### src/rtl/conv_sched_pkg.sv
// -----------------------------------------------------------------------------
// conv_sched_pkg
// Shared definitions for the convolution channel scheduler:
//   - STATE_W       : width of the scheduler state encoding
//   - CYCLE_CNT_W   : width of the optional busy-cycle performance counter
//   - sched_state_e : scheduler FSM states
//   - sat_inc()     : saturating increment for the performance counter
// -----------------------------------------------------------------------------
package conv_sched_pkg;

   localparam int STATE_W     = 3;
   localparam int CYCLE_CNT_W = 16;

   typedef enum logic [STATE_W-1:0] {
      ST_IDLE   = 3'd0,
      ST_LOAD_W = 3'd1,
      ST_RUN    = 3'd2,
      ST_WAIT   = 3'd3,
      ST_DONE   = 3'd4
   } sched_state_e;

   // Increment that sticks at all-ones instead of wrapping to zero.
   function automatic logic [CYCLE_CNT_W-1:0] sat_inc(input logic [CYCLE_CNT_W-1:0] val);
      logic [CYCLE_CNT_W-1:0] res;
      if (val == {CYCLE_CNT_W{1'b1}}) begin
         res = val;
      end else begin
         res = val + CYCLE_CNT_W'(1);
      end
      return res;
   endfunction

endpackage : conv_sched_pkg

### src/rtl/chan_idx_counter.sv
// -----------------------------------------------------------------------------
// chan_idx_counter
// Output-channel index register for the scheduler. Counts from 0 up to
// OUT_CHANNELS-1 and then holds; it never wraps.
// Ports:
//   clk, rst : clock, asynchronous active-high reset
//   clear    : return the index to 0 on the next edge (has priority)
//   inc      : advance the index on the next edge (ignored at the last index)
//   idx      : current channel index (registered)
//   last     : idx equals OUT_CHANNELS-1
// -----------------------------------------------------------------------------
module chan_idx_counter #(
   parameter int OUT_CHANNELS = 8,
   parameter int IDX_W        = 4
) (
   input  logic             clk,
   input  logic             rst,
   input  logic             clear,
   input  logic             inc,
   output logic [IDX_W-1:0] idx,
   output logic             last
);

   localparam logic [IDX_W-1:0] LAST_IDX = IDX_W'(OUT_CHANNELS - 1);

   logic [IDX_W-1:0] idx_r;
   logic [IDX_W-1:0] idx_nx_s;

   // Next index: clear wins, increment saturates at the last channel.
   always_comb begin
      idx_nx_s = idx_r;
      if (clear) begin
         idx_nx_s = {IDX_W{1'b0}};
      end else if (inc && (idx_r != LAST_IDX)) begin
         idx_nx_s = idx_r + IDX_W'(1);
      end else begin
         idx_nx_s = idx_r;
      end
   end

   // Index register.
   always_ff @(posedge clk or posedge rst) begin
      if (rst) begin
         idx_r <= {IDX_W{1'b0}};
      end else begin
         idx_r <= idx_nx_s;
      end
   end

   assign idx  = idx_r;
   assign last = (idx_r == LAST_IDX);

endmodule : chan_idx_counter

### src/rtl/conv_channel_scheduler.sv
// -----------------------------------------------------------------------------
// conv_channel_scheduler
// Sequences one convolution layer: for every output channel it requests the
// weights, launches the convolution engine and waits for it to finish, then
// emits a single done pulse.
//
// Optional feature: define SCHED_PERF_CNT_EN to add the cycle_cnt output, a
// saturating count of busy cycles for the most recent layer.
//
// Ports:
//   clk, rst   : clock, asynchronous active-high reset
//   start      : layer start request (only honoured while idle)
//   abort      : cancel the layer from any busy state
//   wload_req  : weight-load request for channel chan_idx
//   wload_ack  : weight load finished
//   conv_start : one-cycle launch pulse for the convolution engine
//   conv_done  : convolution of the current channel finished
//   chan_idx   : current output channel
//   busy       : scheduler not idle
//   done       : one-cycle layer-complete pulse
//   cycle_cnt  : busy-cycle counter (SCHED_PERF_CNT_EN only)
//
// Every output comes straight from a flop. The output flops are loaded from
// the next-state decode so they line up with the state register.
// -----------------------------------------------------------------------------
module conv_channel_scheduler
   import conv_sched_pkg::*;
#(
   parameter int OUT_CHANNELS = 8,
   parameter int IDX_W        = 4
) (
   input  logic             clk,
   input  logic             rst,
   input  logic             start,
   input  logic             abort,
   output logic             wload_req,
   input  logic             wload_ack,
   output logic             conv_start,
   input  logic             conv_done,
   output logic [IDX_W-1:0] chan_idx,
   output logic             busy,
   output logic             done
`ifdef SCHED_PERF_CNT_EN
   ,
   output logic [CYCLE_CNT_W-1:0] cycle_cnt
`endif
);

   sched_state_e state_r;
   sched_state_e state_nx_s;

   logic start_acc_s;
   logic cnt_clear_s;
   logic cnt_inc_s;
   logic cnt_last_s;

   logic wload_req_r;
   logic conv_start_r;
   logic busy_r;
   logic done_r;

   // abort also beats a start that arrives while idle.
   assign start_acc_s = (state_r == ST_IDLE) && start && !abort;

   chan_idx_counter #(
      .OUT_CHANNELS (OUT_CHANNELS),
      .IDX_W        (IDX_W)
   ) u_chan_idx (
      .clk   (clk),
      .rst   (rst),
      .clear (cnt_clear_s),
      .inc   (cnt_inc_s),
      .idx   (chan_idx),
      .last  (cnt_last_s)
   );

   // State register.
   always_ff @(posedge clk or posedge rst) begin
      if (rst) begin
         state_r <= ST_IDLE;
      end else begin
         state_r <= state_nx_s;
      end
   end

   // Next-state decode and channel-counter control.
   always_comb begin
      state_nx_s  = state_r;
      cnt_clear_s = 1'b0;
      cnt_inc_s   = 1'b0;
      case (state_r)
         ST_IDLE: begin
            if (start_acc_s) begin
               state_nx_s  = ST_LOAD_W;
               cnt_clear_s = 1'b1;
            end else begin
               state_nx_s  = ST_IDLE;
            end
         end
         ST_LOAD_W: begin
            if (abort) begin
               state_nx_s  = ST_IDLE;
               cnt_clear_s = 1'b1;
            end else if (wload_ack) begin
               state_nx_s  = ST_RUN;
            end else begin
               state_nx_s  = ST_LOAD_W;
            end
         end
         ST_RUN: begin
            if (abort) begin
               state_nx_s  = ST_IDLE;
               cnt_clear_s = 1'b1;
            end else begin
               state_nx_s  = ST_WAIT;
            end
         end
         ST_WAIT: begin
            if (abort) begin
               state_nx_s  = ST_IDLE;
               cnt_clear_s = 1'b1;
            end else if (conv_done && cnt_last_s) begin
               // Last channel: index holds so it still names the final channel.
               state_nx_s  = ST_DONE;
            end else if (conv_done) begin
               state_nx_s  = ST_LOAD_W;
               cnt_inc_s   = 1'b1;
            end else begin
               state_nx_s  = ST_WAIT;
            end
         end
         ST_DONE: begin
            state_nx_s  = ST_IDLE;
            cnt_clear_s = 1'b1;
         end
         default: begin
            state_nx_s  = ST_IDLE;
            cnt_clear_s = 1'b1;
         end
      endcase
   end

   // Output flops, decoded from the state being entered.
   always_ff @(posedge clk or posedge rst) begin
      if (rst) begin
         wload_req_r  <= 1'b0;
         conv_start_r <= 1'b0;
         busy_r       <= 1'b0;
         done_r       <= 1'b0;
      end else begin
         wload_req_r  <= (state_nx_s == ST_LOAD_W);
         conv_start_r <= (state_nx_s == ST_RUN);
         busy_r       <= (state_nx_s != ST_IDLE);
         done_r       <= (state_nx_s == ST_DONE);
      end
   end

   assign wload_req  = wload_req_r;
   assign conv_start = conv_start_r;
   assign busy       = busy_r;
   assign done       = done_r;

`ifdef SCHED_PERF_CNT_EN
   logic [CYCLE_CNT_W-1:0] cycle_cnt_r;

   // Busy-cycle counter: cleared by an accepted start, held while idle.
   always_ff @(posedge clk or posedge rst) begin
      if (rst) begin
         cycle_cnt_r <= {CYCLE_CNT_W{1'b0}};
      end else if (start_acc_s) begin
         cycle_cnt_r <= {CYCLE_CNT_W{1'b0}};
      end else if (state_r != ST_IDLE) begin
         cycle_cnt_r <= sat_inc(cycle_cnt_r);
      end else begin
         cycle_cnt_r <= cycle_cnt_r;
      end
   end

   assign cycle_cnt = cycle_cnt_r;
`endif

endmodule : conv_channel_scheduler

### config.mk
export PLATFORM = sky130hd
export DESIGN_NAME = conv_channel_scheduler
export DESIGN_NICKNAME = d
export VERILOG_FILES = /design/src/rtl/conv_sched_pkg.sv /design/src/rtl/chan_idx_counter.sv /design/src/rtl/conv_channel_scheduler.sv
export SDC_FILE = /design/constraint.sdc
export NUM_CORES = 1
export LEC_CHECK = 0
export ABC_CLOCK_PERIOD_IN_PS = 2000
export CORE_AREA = 2 2 39 41
export CTS_CLUSTER_DIAMETER = 150
export DETAILED_ROUTE_END_ITERATION = 8
export DIE_AREA = 0 0 41 43
export DONT_BUFFER_PORTS = 1
export REMOVE_ABC_BUFFERS = 1
export SYNTH_ARGS = -nofsm -noshare
export SYNTH_HDL_FRONTEND = slang
export SYNTH_SLANG_ARGS = --single-unit
### constraint.sdc
create_clock -name clk -period 2 [get_ports clk]
set_input_delay 0.4 -clock clk [delete_from_list [all_inputs] [get_ports clk]]
set_output_delay 0.4 -clock clk [all_outputs]
set_load 0.01 [all_outputs]
## Word level (Yosys, flattened, before mapping)

Index checks and enable logic that the tools add are counted.
W data, S select, Z words.

- Register bits after elaboration: 11
- Input bits: 6
- Output and inout port bits: 8
- Logic and storage cells: 41

- $add $sub $neg: 1
- Equal/unequal tests: 8
- Muxes and demuxes: 17
- Reductions and logical operators: 9

Operators by type and width:

| kind | count |
|---|---|
| $pmux W3 S4 | 1 |
| $eq A3 B2 Y1 const B | 3 |
| $mux W2 | 4 |
| $mux W4 | 2 |
| $mux W1 | 7 |
| $eq A3 B1 Y1 const B | 2 |
| $mux W3 | 2 |
| $add A4 B1 Y4 const B | 1 |
| $eq A4 B3 Y1 const B | 1 |
| $logic_and A1 B1 Y1 | 4 |
| $ne A4 B3 Y1 const B | 1 |
| $eq A3 B3 Y1 const B | 1 |
| $logic_not A3 Y1 | 1 |
| $reduce_bool A3 Y1 | 1 |
| $reduce_or A3 Y1 | 1 |
| $pmux W1 S2 | 1 |
| $reduce_bool A2 Y1 | 1 |
| $logic_not A1 Y1 | 1 |

## Logic depth before layout (Yosys ltp)

Gate-level depths: netlist of run 1.

- Word-level depth: 8
- Mapped depth: 4

## By module

Synthesis of run 1 repeated with hierarchy kept, for this count alone.

- Cells, all modules: 51
- Area, all modules: 559.3 um2

By module, submodules not included:

| module | times used | cells each | area an instance (um2) | seq. area each (um2) |
|---|---|---|---|---|
| conv_channel_scheduler | 1 | 30 | 344.1 | 175.2 |
| chan_idx_counter | 1 | 21 | 215.2 | 100.1 |

## Worst setup path before layout of run 1

No wires, ideal clock.

- Path kind: register -> register
- From: reg u_chan_idx.idx_r[0] (netlist: u_chan_idx.idx[0])
- To: reg u_chan_idx.idx_r[0] (netlist: u_chan_idx.idx[0])
- Library setup time: 78 ps
- Data arrival time: 1,378 ps
- Required time: 1,922 ps
- Setup slack: 544 ps
- Stages on the path, launching flop included: 5
- Period minus slack after synthesis: 1,456 ps
- Cell sequence: dfrtp_1 > ha_1 > and3b_1 > or4_1 > a21oi_1

- Longest elaborated chain between the ends: 7

RTL lines:

| element | line | text |
|---|---|---|
| start: declaration | chan_idx_counter.sv:26 | `logic [IDX_W-1:0] idx_r;` |
| start signal: assignment | chan_idx_counter.sv:44 | `idx_r <= {IDX_W{1'b0}};` |
| start signal: assignment | chan_idx_counter.sv:46 | `idx_r <= idx_nx_s;` |
| $eq A4 B3 Y1 | chan_idx_counter.sv:51 | `assign last = (idx_r == LAST_IDX);` |
| $logic_and A1 B1 Y1 | conv_channel_scheduler.sv:122 | `end else if (conv_done && cnt_last_s) begin` |
| $mux W1 | conv_channel_scheduler.sv:122 |  |
| $mux W1 | conv_channel_scheduler.sv:119 | `if (abort) begin` |
| $mux W1 | conv_channel_scheduler.sv:91 | `case (state_r)` |
| $logic_and A1 B1 Y1 | chan_idx_counter.sv:34 | `end else if (inc && (idx_r != LAST_IDX)) begin` |
| $reduce_bool A2 Y1 (no line) | -- |  |

Several ways; a longest one is shown, not always the timed one. The select of a mux whose other input is x is not followed.
A chain may end at the register's enable or synchronous reset.

## Final worst setup path of run 1

- From: reg state_r[2]
- To: reg u_chan_idx.idx_r[3] (netlist: u_chan_idx.idx[3])

- Longest elaborated chain between the ends: 6

RTL lines:

| element | line | text |
|---|---|---|
| start: declaration | conv_channel_scheduler.sv:49 | `sched_state_e state_r;` |
| start signal: assignment | conv_channel_scheduler.sv:82 | `state_r <= state_nx_s;` |
| $logic_not A3 Y1 | conv_channel_scheduler.sv:63, conv_channel_scheduler.sv:91 |  |
| $logic_and A1 B1 Y1 (2 in a row) | conv_channel_scheduler.sv:63 | `assign start_acc_s = (state_r == ST_IDLE) && start && !abort;` |
| $mux W1 | conv_channel_scheduler.sv:93 | `if (start_acc_s) begin` |
| $pmux W1 S2 | conv_channel_scheduler.sv:91 |  |
| $mux W4 / $reduce_bool A2 Y1 (equally long branches) | -- |  |

Several ways; a longest one is shown, not always the timed one.

==> summary.md, run 1 <==
| Metric | Value |
|---|---|
| DR vias/cell | `5.84` |
| Post-Syn Area | `538 um2` |
| Post-DP Area | `554 um2` |
| Reg-to-reg startpoint | `state_r[2]` |
| Number of remaining DRC errors | `0` |
| Die area | `1760 um2` |
| CP Max Fanout | `13` |
| Hold slack final | `between 0.0009 and 0.001 ns` |
| Endpoint type of the worst setup path | `flop` |
| Max incr delay on CP | `0.59 ns` |
| First-pass GRT wire length | `1690 um` |
| Core area | `1380 um2` |
| Cell variety after synth | `26` |
| Via count | `403` |
| Initial Utilization | `between 30% and 40%` |
| Antenna Nets Post-Route | `0` |
| Clock Root Buffer | `clkbuf_4` |
| Critical Path Start Type | `flop` |
| Static leakage | `0.243 nW` |
| Status | `finished, final reports clean` |
| FP Rows | `14` |
| Critical path class | `flop to flop` |
| Worst-Skew Late Latency | `approximately 0.27 ns` |
| Largest net degree at the start of global routing | `14` |
| 1st-iter DRT viols | `4` |
| Mapped Cells | `50` |
| H-tree levels | `1` |
| Global route overflow | `0` |
| Die Y | `43 um` |
| DRT Pass-1 Iters | `4` |
| Setup bufs post-CTS | `0` |
| Final Cell Area | `just under 600 um2` |
| Initial antenna violation count | `0` |
| Final TNS setup | `0 ns` |
| Slew headroom | `around 73%` |
| Most common cell after layout, fill and taps aside | `dfrtp_1` |
| Final Hold Fails | `0` |
| Max VDD drop | `between 300 and 400 uV` |
| Worst-case reg-to-reg path depth | `3` |
| Final WL | `1010 um` |
| Cts repair resizes | `0` |
| Fmax | `633 MHz` |
| I/O pin cnt | `14` |
| Layout cells sized above 1 | `approximately a fifth` |
| Sequential fraction of the synthesis area | `51.2%` |
| PortBufs | `0` |
| Seq cells post-synth | `11` |
| Most frequent cells in the layout | `dfrtp_1 (11), nor3_1 (5), a21oi_1 (4)` |
| Number of global-route vias before repair | `398` |
| CTS clock-pin slew for the worst setup and hold paths | `0.07 ns` |
| CTS max path bufs | `2` |
| Worst endpoint required time | `2.20 ns` |
| Reg2reg end | `u_chan_idx.idx[3]` |
| Clk sink count | `11` |
| Reg2reg setup slack | `between 0.4 and 0.5 ns` |
| Routability cong. | `approximately 0.67` |
| Area delta synth->final | `8.14%` |
| RSZ-0062 raised after global routing | `false` |
| CP arrival | `around 1.8 ns` |
| Slew @ Worst Pin | `between 0.4 and 0.5 ns` |
| Fin nets | `61` |
| Cts bufs inserted | `3` |
| Layout Cells excl Fill | `69` |
| Final HPWL DP | `around 750 um` |
| Mean Syn Cell Area | `10.8 um2` |
| Critical-path cell list | `or2_1 -> or4b_4 -> a21oi_2` |
| Clk_skew | `0.000160 ns` |
| Type of the worst min-delay path | `input port to asynchronous set/reset pin` |
| Max Cap Viol | `0` |
| Total GRT Usage | `14.7%` |
| Cts hold-fix bufs | `0` |
| CTS tree | `yes` |
| Ant. Diodes | `0` |
| Pwr/cell area | `approximately 730 nW/um2` |
| Placed Cells | `65` |
| Ys Warns | `0` |
| CP max stage cell | `or4b_4` |
| Period utilization | `79.0%` |
| Chip width | `41 um` |
| Routed len/inst | `14.6 um` |
| Crit path time final | `1.58 ns` |
| Fin. max-slew vios | `0` |
| # setup viols final | `0` |
-- layout make-up --
class,instances,area (um2)
multi-input combinational,37,255
sequential,11,275
tap,16,20.0
clock inverter,1,5.00
inverter,1,3.75
fill,141,802
clock buffer,3,22.5
-- report_power, final --
part	switching (W)	internal (W)	leakage (nW)	total (W)
clock	0.0000754	0.0000740	0.0177	0.000149
combinational	0.0000206	0.0000119	0.0770	0.0000325
sequential	0.0000133	0.000232	0.149	0.000245
total	0.000109	0.000318	0.243	0.000427
-- cell families after synthesis --
group / count (synthesis) / share of synthesized area (%)
compound gates: 12 / 14.9
fa+ha+maj: 1 / 2.33
buf+inv: 2 / 1.39
flops: 11 / 51.2
simple gates: 24 / 30.2
-- layer usage --
layer,part of all wire [%],wire length (um),track usage [%],up-vias
met4,0,0,4.00,0
met1,40,408,16.7,197
met2,53,536,21.9,12
met3,6.4,65,9.95,0
li1,-,-,-,194
met5,0,0,0,-
-- worst max-delay path by stage --
stage | startpoint | end | slack (ns) | cells past startpoint
2_1_floorplan | abort | u_chan_idx.idx[3] | 0.52 | 3
3_3_place_gp | abort | u_chan_idx.idx[3] | 0.44 | 3
3_5_place_dp | state_r[2] | u_chan_idx.idx[3] | 0.43 | 3
4_1_cts | state_r[2] | u_chan_idx.idx[3] | 0.41 | 3
5_1_grt | state_r[2] | u_chan_idx.idx[3] | 0.34 | 3
6_report | state_r[2] | u_chan_idx.idx[3] | 0.42 | 3
-- per-stage QoR --
| step | utilization, % | worst slack (ns) | power [W] |
|---|---|---|---|
| floorplan | - | 0.517 | 0.000274 |
| global placement | 40.1 | 0.444 | 0.000283 |
| detailed placement | 40.1 | 0.429 | 0.000283 |
| CTS | 42.0 | 0.409 | 0.000435 |
| global route | 42.0 | 0.345 | 0.000457 |
| finish | 42.0 | 0.419 | 0.000427 |
-- state kept, by name (all words and copies together), names as in the netlist --
| name | flops |
|---|---|
| u_chan_idx.idx | 4 |
| state_r | 3 |
| busy | 1 |
| conv_start | 1 |
| done | 1 |
| wload_req | 1 |
-- cells in the mapped netlist --
cell / number / area share [%]
inv_1: 1 / 0.70
a21oi_1: 4 / 3.7
nor2_1: 3 / 2.1
and3b_1: 1 / 1.6
or4_1: 1 / 1.4
or4b_1: 1 / 1.9
nand4_1: 1 / 1.2
dfrtp_1: 11 / 51
a21oi_2: 1 / 1.6
o31ai_1: 3 / 4.2
or2_2: 1 / 1.2
ha_1: 1 / 2.3
nand2_1: 1 / 0.70
and3_2: 1 / 1.4
nor4_1: 1 / 1.2
nand3_1: 2 / 1.9
or4b_4: 1 / 2.6
or2_1: 1 / 1.2
nand3b_1: 3 / 4.2
a21bo_2: 1 / 1.9
nand3_4: 1 / 3.3
clkbuf_1: 1 / 0.70
o21ai_0: 1 / 0.93
o21bai_1: 1 / 1.4
a31oi_1: 1 / 1.2
nor3_1: 5 / 4.7
-- critical path, delay by kind of cell (launching register included) --
family	cells	cell delay, ns
DFF	1	0.39
and+or+nand+nor	2	0.98
AOI/OAI and AO/OA	1	0.14
(Power assumes the default switching activity.)
==> run 2: changes to the inputs <==
- ABC_CLOCK_PERIOD_IN_PS: 2000 -> 1600
- clock period: 2 -> 1.6 ns (I/O delays scaled with it)
==> summary.md, run 2 (synthesis results as in run 1) <==
| Metric | Value |
|---|---|
| Worst-Skew Late Latency | `between 0.2 and 0.3 ns` |
| Initial Utilization | `38.9%` |
| H-tree levels | `1` |
| Number of global-route vias before repair | `389` |
| Routability cong. | `between 0.7 and 0.8` |
| RSZ-0062 raised after global routing | `false` |
| Layout cells sized above 1 | `22.8%` |
| Crit path depth | `4` |
| CTS clock-pin slew for the worst setup and hold paths | `roughly 0.070 ns` |
| Worst-case reg-to-reg path depth | `4` |
| Cts bufs inserted | `3` |
| Final TNS setup | `0 ns` |
| Reg2reg setup slack | `0.12 ns` |
| Reg2reg end | `u_chan_idx.idx[0]` |
| Crit path time final | `1.48 ns` |
| CP endpoint | `u_chan_idx.idx[0]` |
| Chip width | `between 40 and 50 um` |
| Max incr delay on CP | `0.40 ns` |
| CTS tree | `yes` |
| Initial antenna violation count | `0` |
| Total GRT Usage | `15.4%` |
| Part of the power in combinational logic | `8.6%` |
| Switch Pwr | `around 0.00014 W` |
| FP Rows | `14` |
| Clk_skew | `around 0.0012 ns` |
| Slew @ Worst Pin | `0.425 ns` |
| Post-DP Area | `577 um2` |
| First-pass GRT wire length | `1720 um` |
| PortBufs | `0` |
| CP Max Fanout | `5` |
| Buf+Inv Stages, Crit Path | `0` |
| Final Cell Area | `614 um2` |
| Critical-path cell list | `ha_1 -> and3b_1 -> or4_1 -> a21oi_1` |
| Sw frac | `26.3%` |
| Die Y | `43 um` |
| DRT Pass-1 Iters | `3` |
| Worst endpoint required time | `1.80 ns` |
| Routed len/inst | `14.8 um` |
| Clock power share | `roughly a third` |
| Slew headroom | `71.6%` |
| Core area | `1380 um2` |
| Number of remaining DRC errors | `0` |
| Cts hold-fix bufs | `1` |
| CTS max path bufs | `2` |
| Ant. Diodes | `0` |
| Fin nets | `65` |
| Largest net degree at the start of global routing | `12` |
| Max VDD drop | `522 uV` |
| Critical Path Start Type | `flop` |
| Max Cap Viol | `0` |
| Final Hold Fails | `0` |
| CP max stage cell | `or4_1` |
| Endpoint type of the worst setup path | `flop` |
| Top Family by Delay on Critical Path | `simple AND/OR/NAND/NOR gates` |
| Fmax | `677 MHz` |
| Pwr/cell area | `886 nW/um2` |
| Most common cell after layout, fill and taps aside | `dfrtp_1` |
| Period utilization | `approximately 92%` |
| Cts repair resizes | `0` |
| Static leakage | `approximately 0.26 nW` |
| Most frequent cells in the layout | `dfrtp_1 (11), nor3_1 (5), a21oi_1 (4)` |
| Area delta synth->final | `14.2%` |
| CP arrival | `1.67 ns` |
| Max reg flops | `4` |
| Hold slack final | `0.228 ns` |
| Type of the worst min-delay path | `input port to flop` |
| Final HPWL DP | `800 um` |
| DR vias/cell | `5.70` |
| # setup viols final | `0` |
| Antenna Nets Post-Route | `0` |
| Clk sink count | `11` |
| Fill cells | `130` |
| Via count | `416` |
| Internal | `0.000401 W` |
| Global route overflow | `0` |
| Die area | `1760 um2` |
| Status | `finished, final reports clean` |
| Final WL | `around 1100 um` |
| Setup bufs post-CTS | `0` |
| Reg-to-reg startpoint | `u_chan_idx.idx[0]` |
| Critical path class | `flop to flop` |
| Clock Root Buffer | `clkbuf_4` |
| Reg power frac | `56.1%` |
| CP Launch Point | `u_chan_idx.idx[0]` |
| Total power draw | `approximately 0.00054 W` |
| Fin. max-slew vios | `0` |
| 1st-iter DRT viols | `10` |
| I/O pin cnt | `14` |
run 2: how the worst min path moves through the flow:
| stage | from | to | depth (start not counted) |
|---|---|---|---|
| floorplan | rst | busy | 1 |
| CTS | conv_done | done | 2 |
| global placement | rst | conv_start | 1 |
| detailed placement | rst | wload_req | 1 |
| finish | conv_done | done | 2 |
| global route | wload_ack | conv_start | 2 |
run 2: through the flow:
stage	cells	utilization, %	worst slack (ns)
finish	73	44.4	0.123
global route	73	44.4	0.0542
CTS	73	44.4	0.131
detailed placement	68	41.7	0.144
global placement	68	41.7	0.196
floorplan	49	-	0.137
run 2: area by class of cell:
cell class	instances	area (um2)	share of cell area, %
multi-input cells	37	255	41.5
flip-flops and latches	11	275	44.8
inverters	1	3.75	0.611
clock inverters	1	5.00	0.815
clock buffers	3	22.5	3.67
well taps	16	20.0	3.26
repair buffers	4	32.5	5.30
run 2: power groups by stage:
stage	sequential [W]	combinational, W	clock, W
2_1_floorplan	0.000309	0.0000335	0
3_3_place_gp	0.000311	0.0000458	0
3_5_place_dp	0.000311	0.0000462	0
4_1_cts	0.000306	0.0000481	0.000199
5_1_grt	0.000307	0.0000536	0.000216
6_report	0.000305	0.0000466	0.000192
run 2: per-layer routing:
metal / global-route usage, % / vias up / wire length [um]
met5: 0 / - / 0
met4: 10.0 / 0 / 8
met3: 5.76 / 2 / 42
met2: 22.2 / 8 / 579
met1: 18.3 / 201 / 452
li1: - / 205 / -
